===== src/rtl/ps2_ascii_rx_fifo.sv =====
// PS/2 set-2 keyboard receiver: filters the PS/2 clock, deframes scan codes,
// drops break/extended codes, translates make codes to ASCII and queues them for the CPU.
module ps2_ascii_rx_fifo #(
   parameter logic [7:0] KBD_PORT    = 8'h02,
   parameter int         FIFO_DEPTH  = 4,
   parameter int         FILT_LEN    = 8,
   parameter int         TIMEOUT_CYC = 200000
) (
   input  logic       clk,
   input  logic       reset,
   input  logic       ps2data,
   input  logic       ps2clk,
   input  logic [7:0] port_id,
   input  logic       read_strobe,
   output logic [7:0] ascii_code,
   output logic       key_avail,
   output logic       parity_err,
   output logic       overflow
);

   localparam int PW = $clog2(FIFO_DEPTH);
   localparam int CW = PW + 1;
   localparam int FW = $clog2(FILT_LEN);
   localparam int TW = $clog2(TIMEOUT_CYC);

   typedef enum logic [1:0] {IDLE, DATA, PARITY, STOP} rx_state_t;

   logic [1:0]    clk_sync, data_sync;
   logic          filt_clk, fall;
   logic [FW-1:0] filt_cnt;
   logic          sclk, sdata;
   rx_state_t     state, state_nxt;
   logic [TW-1:0] to_cnt;
   logic          timeout;
   logic [2:0]    bit_cnt;
   logic [7:0]    shift, rx_byte;
   logic          par_bit, rx_valid, frame_ok, frame_err;
   logic          brk, ext, push_valid;
   logic [7:0]    push_data;
   logic [8:0]    map;
   logic [7:0]    mem [FIFO_DEPTH];
   logic [PW-1:0] rd_ptr, wr_ptr;
   logic [CW-1:0] count;
   logic          pop_strobe, pop, push, full;

   assign sclk  = clk_sync[1];
   assign sdata = data_sync[1];

   // NOTE: sequential state uses non-blocking assignments so every register samples pre-edge values.
   always_ff @(posedge clk or posedge reset) begin
      if (reset) begin
         clk_sync  <= 2'b11;
         data_sync <= 2'b11;
         filt_clk  <= 1'b1;
         filt_cnt  <= '0;
         fall      <= 1'b0;
      end else begin
         clk_sync  <= {clk_sync[0], ps2clk};
         data_sync <= {data_sync[0], ps2data};
         fall      <= 1'b0;
         if (sclk == filt_clk) begin
            filt_cnt <= '0;
         end else if (filt_cnt == FW'(FILT_LEN - 1)) begin
            filt_clk <= sclk;
            filt_cnt <= '0;
            fall     <= filt_clk;
         end else begin
            filt_cnt <= filt_cnt + 1'b1;
         end
      end
   end

   assign timeout   = (state != IDLE) && (to_cnt == TW'(TIMEOUT_CYC - 1));
   assign frame_ok  = sdata && (^{shift, par_bit});
   assign frame_err = fall && (state == STOP) && !frame_ok;

   always_ff @(posedge clk or posedge reset) begin
      if (reset) state <= IDLE;
      else       state <= state_nxt;
   end

   // NOTE: always_comb assigns every output a default first so no latch can be inferred.
   always_comb begin
      state_nxt = state;
      if (fall) begin
         case (state)
            IDLE:    if (!sdata) state_nxt = DATA;
            DATA:    if (bit_cnt == 3'd7) state_nxt = PARITY;
            PARITY:  state_nxt = STOP;
            default: state_nxt = IDLE;
         endcase
      end else if (timeout) begin
         state_nxt = IDLE;
      end
   end

   always_ff @(posedge clk or posedge reset) begin
      if (reset) begin
         to_cnt   <= '0;
         bit_cnt  <= '0;
         shift    <= '0;
         par_bit  <= 1'b0;
         rx_valid <= 1'b0;
         rx_byte  <= '0;
      end else begin
         rx_valid <= 1'b0;
         if (state == IDLE || fall) to_cnt <= '0;
         else                       to_cnt <= to_cnt + 1'b1;
         if (fall) begin
            case (state)
               IDLE:   bit_cnt <= '0;
               DATA: begin
                  shift   <= {sdata, shift[7:1]};
                  bit_cnt <= bit_cnt + 1'b1;
               end
               PARITY: par_bit <= sdata;
               STOP: begin
                  rx_valid <= frame_ok;
                  rx_byte  <= shift;
               end
               default: ;
            endcase
         end
      end
   end

   // {hit, ascii} for a set-2 make code.
   function automatic logic [8:0] to_ascii(input logic [7:0] code);
      case (code)
         8'h45: return {1'b1, 8'h30};  8'h16: return {1'b1, 8'h31};
         8'h1E: return {1'b1, 8'h32};  8'h26: return {1'b1, 8'h33};
         8'h25: return {1'b1, 8'h34};  8'h2E: return {1'b1, 8'h35};
         8'h36: return {1'b1, 8'h36};  8'h3D: return {1'b1, 8'h37};
         8'h3E: return {1'b1, 8'h38};  8'h46: return {1'b1, 8'h39};
         8'h1C: return {1'b1, 8'h41};  8'h32: return {1'b1, 8'h42};
         8'h21: return {1'b1, 8'h43};  8'h23: return {1'b1, 8'h44};
         8'h24: return {1'b1, 8'h45};  8'h2B: return {1'b1, 8'h46};
         8'h34: return {1'b1, 8'h47};  8'h33: return {1'b1, 8'h48};
         8'h43: return {1'b1, 8'h49};  8'h3B: return {1'b1, 8'h4A};
         8'h42: return {1'b1, 8'h4B};  8'h4B: return {1'b1, 8'h4C};
         8'h3A: return {1'b1, 8'h4D};  8'h31: return {1'b1, 8'h4E};
         8'h44: return {1'b1, 8'h4F};  8'h4D: return {1'b1, 8'h50};
         8'h15: return {1'b1, 8'h51};  8'h2D: return {1'b1, 8'h52};
         8'h1B: return {1'b1, 8'h53};  8'h2C: return {1'b1, 8'h54};
         8'h3C: return {1'b1, 8'h55};  8'h2A: return {1'b1, 8'h56};
         8'h1D: return {1'b1, 8'h57};  8'h22: return {1'b1, 8'h58};
         8'h35: return {1'b1, 8'h59};  8'h1A: return {1'b1, 8'h5A};
         8'h29: return {1'b1, 8'h20};  8'h5A: return {1'b1, 8'h0D};
         8'h66: return {1'b1, 8'h08};
         default: return 9'h000;
      endcase
   endfunction

   assign map = to_ascii(rx_byte);

   always_ff @(posedge clk or posedge reset) begin
      if (reset) begin
         brk        <= 1'b0;
         ext        <= 1'b0;
         push_valid <= 1'b0;
         push_data  <= '0;
      end else begin
         push_valid <= 1'b0;
         if (rx_valid) begin
            if (rx_byte == 8'hE0) begin
               ext <= 1'b1;
            end else if (rx_byte == 8'hF0) begin
               brk <= 1'b1;
            end else begin
               brk <= 1'b0;
               ext <= 1'b0;
               if (!brk && !ext && map[8]) begin
                  push_valid <= 1'b1;
                  push_data  <= map[7:0];
               end
            end
         end
      end
   end

   // A pop frees the slot a same-cycle push needs, so a full FIFO still accepts it.
   assign pop_strobe = (port_id == KBD_PORT) && read_strobe;
   assign pop        = pop_strobe && (count != '0);
   assign full       = (count == CW'(FIFO_DEPTH));
   assign push       = push_valid && (!full || pop);

   // NOTE: the storage array is not reset; occupancy comes only from count, so stale data is never visible.
   always_ff @(posedge clk) begin
      if (push) mem[wr_ptr] <= push_data;
   end

   always_ff @(posedge clk or posedge reset) begin
      if (reset) begin
         rd_ptr     <= '0;
         wr_ptr     <= '0;
         count      <= '0;
         parity_err <= 1'b0;
         overflow   <= 1'b0;
      end else begin
         if (push) wr_ptr <= wr_ptr + 1'b1;
         if (pop)  rd_ptr <= rd_ptr + 1'b1;
         case ({push, pop})
            2'b10:   count <= count + 1'b1;
            2'b01:   count <= count - 1'b1;
            default: ;
         endcase
         if (frame_err)       parity_err <= 1'b1;
         else if (pop_strobe) parity_err <= 1'b0;
         if (push_valid && !push) overflow <= 1'b1;
         else if (pop_strobe)     overflow <= 1'b0;
      end
   end

   assign key_avail  = (count != '0);
   assign ascii_code = key_avail ? mem[rd_ptr] : 8'h00;

endmodule


===== config.mk =====
export PLATFORM = sky130hd
export DESIGN_NAME = ps2_ascii_rx_fifo
export DESIGN_NICKNAME = d
export VERILOG_FILES = /design/src/rtl/ps2_ascii_rx_fifo.sv
export SDC_FILE = /design/constraint.sdc
export NUM_CORES = 1
export LEC_CHECK = 0
export CAP_MARGIN = 20
export CORE_UTILIZATION = 55
export DETAILED_ROUTE_END_ITERATION = 6
export GPL_TIMING_DRIVEN = 0
export HOLD_SLACK_MARGIN = 0.15
export PLACE_DENSITY = 0.77
export SYNTH_ARGS = -nofsm -noshare
export SYNTH_HDL_FRONTEND = slang
export SYNTH_SLANG_ARGS = --single-unit

===== constraint.sdc =====
create_clock -name clk -period 2.1 [get_ports clk]
set_input_delay 0.315 -clock clk [delete_from_list [all_inputs] [get_ports clk]]
set_output_delay 0.315 -clock clk [all_outputs]
set_load 0.03 [all_outputs]

==> impl_metrics.json, run 1 <==
{
  "status": "finished with violations",
  "violations": "setup timing",
  "die_area_um2": 9800,
  "clkTransAtPathRegs_ps": 100,
  "die_width_um": 99.0,
  "final_cell_mix": "dfrtp_1 (61), nor2_1 (31), edfxtp_1 (28)",
  "synth.distinct_cells": 69,
  "synth-simple-area-share_pct": 15.2,
  "antenna_found_initial": 0,
  "netlist_instances": 454,
  "synth_seq_cells": 97,
  "drt_first_pass_iters": 5,
  "ys.warnings.count": 0,
  "synth_nets": 488,
  "nets": 534,
  "synthTopCellsByArea": "dfrtp_1 (31%), edfxtp_1 (16%), ha_1 (4.8%)",
  "cts_tree": "done",
  "slew_headroom_pct": 59.2,
  "clk_latency_ps": 370,
  "holdCritPathClass": "input port to asynchronous set/reset pin",
  "yosys_most_used_dff": "dfrtp_1",
  "portBuffers": 22,
  "start_util_pct": 56.3,
  "arrival_ps": 2390,
  "yosys.area.top_type": "dfrtp_1",
  "layout_commonest_cell": "dfrtp_1",
  "final.min_clock_period_ps": 2150,
  "cts.path.max_buffers": 2,
  "grt.overflow.total": 0,
  "powerDensity_nw_per_um2": 581,
  "finalSetupViolCount": 6,
  "min_period_over_period_pct": 102,
  "total_power_uw": 3470,
  "syn2layout_area_growth_pct": 15.5,
  "drc_errors": 0,
  "finalMaxSlewViolations": 0,
  "clock-sinks": 97,
  "critPathKind": "flop to flop",
  "drtIter0Drc": 268,
  "rsz0062_at_grt": "yes",
  "leakagePower_uw": 0.00251,
  "crit_path_max_fanout": 7,
  "ys_seq_area_share_pct": 49.7,
  "grt_usage_pct": 23.5,
  "num_vias": 3698,
  "synth-edff-count": 28,
  "synthAdderAreaFrac_pct": 5.22,
  "startpoint_type": "flop",
  "final_util_pct": 65.0,
  "place.gp.congestion": 0.917,
  "routed_wl_um": 10800,
  "wl_per_cell_um": 17.5,
  "core.rowCount": 35,
  "multi_input_area_um2": 2510,
  "syn_avg_cell_area_um2": 11.4,
  "synth_top_area_share_pct": 30.9,
  "finalHoldViolations": 0,
  "worst_pin_slew_ps": 610,
  "worstPathRequired_ps": 2340,
  "netlist_area_um2": 5180,
  "regArea_um2": 2580,
  "hpwl_um": 7380,
  "synth_compound_area_share_pct": 11.1,
  "antennaDiodeCount": 0,
  "skew_ps": 21.3,
  "grt_pass1_vias": 3633,
  "async_flop_share_pct": 71.1,
  "clock.fmax_mhz": 465,
  "grt_max_degree": 41,
  "cts_buffers": 9,
  "die_h_um": 99.0,
  "muxShareOfSynthArea_pct": 10.1,
  "ios": 24,
  "core_um2": 9200,
  "endpoint_kind": "flop",
  "layout_setup_ws_ps": -48.5,
  "fill_cells": 716,
  "synth_top_family_by_area": "simple AND/OR/NAND/NOR gates",
  "clock-root-buffer": "clkbuf_8",
  "drive_above_1_share_pct": 24.6,
  "grt_pass1_wl_um": 17900,
  "htree_levels": 3,
  "synth_xor_xnor_area_share_pct": 4.67,
  "viasPerCell": 6.00,
  "max-vdd-ir-drop_mv": 0.410,
  "ant_nets": 0,
  "maxCapViolCount": 0
}
[layer usage]
metal	track usage, %	wire length [um]	up-vias
li1	-	-	1735
met2	38.7	5440	112
met4	6.77	111	0
met5	0	0	-
met1	31.6	4730	1840
met3	4.68	527	11
[flip-flops by register name, indices dropped and copies added, names as in the netlist, 2 cells and up]
signal     count
shift          8
bit_cnt        3
rx_byte        8
filt_cnt       3
count          3
to_cnt        18
wr_ptr         2
data_sync      2
mem           28
push_data      7
state          2
rd_ptr         2
clk_sync       2
[worst max-delay path: stages, from the launching register on]
cell,delay [ps]
dfrtp_2,420
buf_4,170
ha_4,170
nand2_1,110
nand3_1,160
o2111ai_1,170
a221o_1,390
buf_6,150
mux2_4,290
[logic make-up (layout without fill, tap and decap cells)]
logic type,Yosys count,after routing
adders and majority gates,21,21
AOI/OAI and AO/OA,80,80
DFF,97,97
and+or+nand+nor,145,145
buffers and inverters,46,97
other,1,1
xor gates and xnor gates,26,26
muxes,38,38
[power breakdown]
group,internal [uW],switching (uW),total [uW]
logic,83.4,77.6,161
registers,1980,28.8,2010
clock network,632,668,1300
total,2700,774,3470
[per-stage QoR]
step                hold WS [ps]  cell area, um2  setup TNS [ps]  setup WS (ps)  std cells
floorplan                    319            5190           -99.7          -99.7        454
global placement             346            5550          -86870          -1210        587
detailed placement           347            5570          -20830           -589        588
CTS                          340            5900           -78.8          -49.4        614
global route                 346            5980            -789           -121        616
finish                       355            5980            -250          -48.5        616
[cell type report]
type,instances,area share [%]
timing repair buffer,37,5.44
multi-input combinational,311,42.0
buffer,23,2.26
tap,111,2.32
clock buffer,11,2.55
sequential,97,43.1
clock inverter,5,1.00
inverter,21,1.32
[synthesized netlist by cell type (all sizes together) (3+ instances only)]
cell type  count
a21oi         16
a311oi         4
a31oi          8
a32o           3
and2          13
and3           6
buf            9
clkbuf        16
dfrtp         64
dfstp          5
edfxtp        28
ha            20
inv           21
mux2          25
mux2i          6
mux4           7
nand2         26
nand2b        15
nand3         12
nand4          5
nor2          32
nor2b          4
nor3          10
nor3b          3
nor4b          4
o211ai         6
o21ai         13
o31ai          4
or3            4
xnor2         15
xor2          10
[final timing paths]
kind / depth (start not counted) / to / start / slack [ps]
max: 8 / push_data[5] / rx_byte[0] / -50
max reg2reg: 8 / push_data[5] / rx_byte[0] / -50
min reg2reg: 0 / clk_sync[1] / clk_sync[0] / 360
min: 2 / filt_cnt[2] / reset / 360
min in group clk: 1 / data_sync[0] / ps2data / 360
max in group asynchronous: 3 / count[2] / reset / 1110
[what timing repair did]
item                       CTS  global route
resized for setup           51            22
buffers inserted            12             2
hold buffers                 0             0
setup endpoints to repair   45            38
hold endpoints to repair     0             0
pin swaps                    4             3
Note: power is estimated with default switching activity, not from simulation.
==> inputs of run 2 (changes only) <==
--- a/config.mk
+++ b/config.mk
@@ -7,6 +7,7 @@
 export LEC_CHECK = 0
 export CAP_MARGIN = 20
 export CORE_UTILIZATION = 55
+export CTS_CLUSTER_DIAMETER = 30
 export DETAILED_ROUTE_END_ITERATION = 6
 export GPL_TIMING_DRIVEN = 0
 export HOLD_SLACK_MARGIN = 0.15
==> results of run 2 <==
Same layout as run 1: the final DEF is identical, and so are final timing and power.
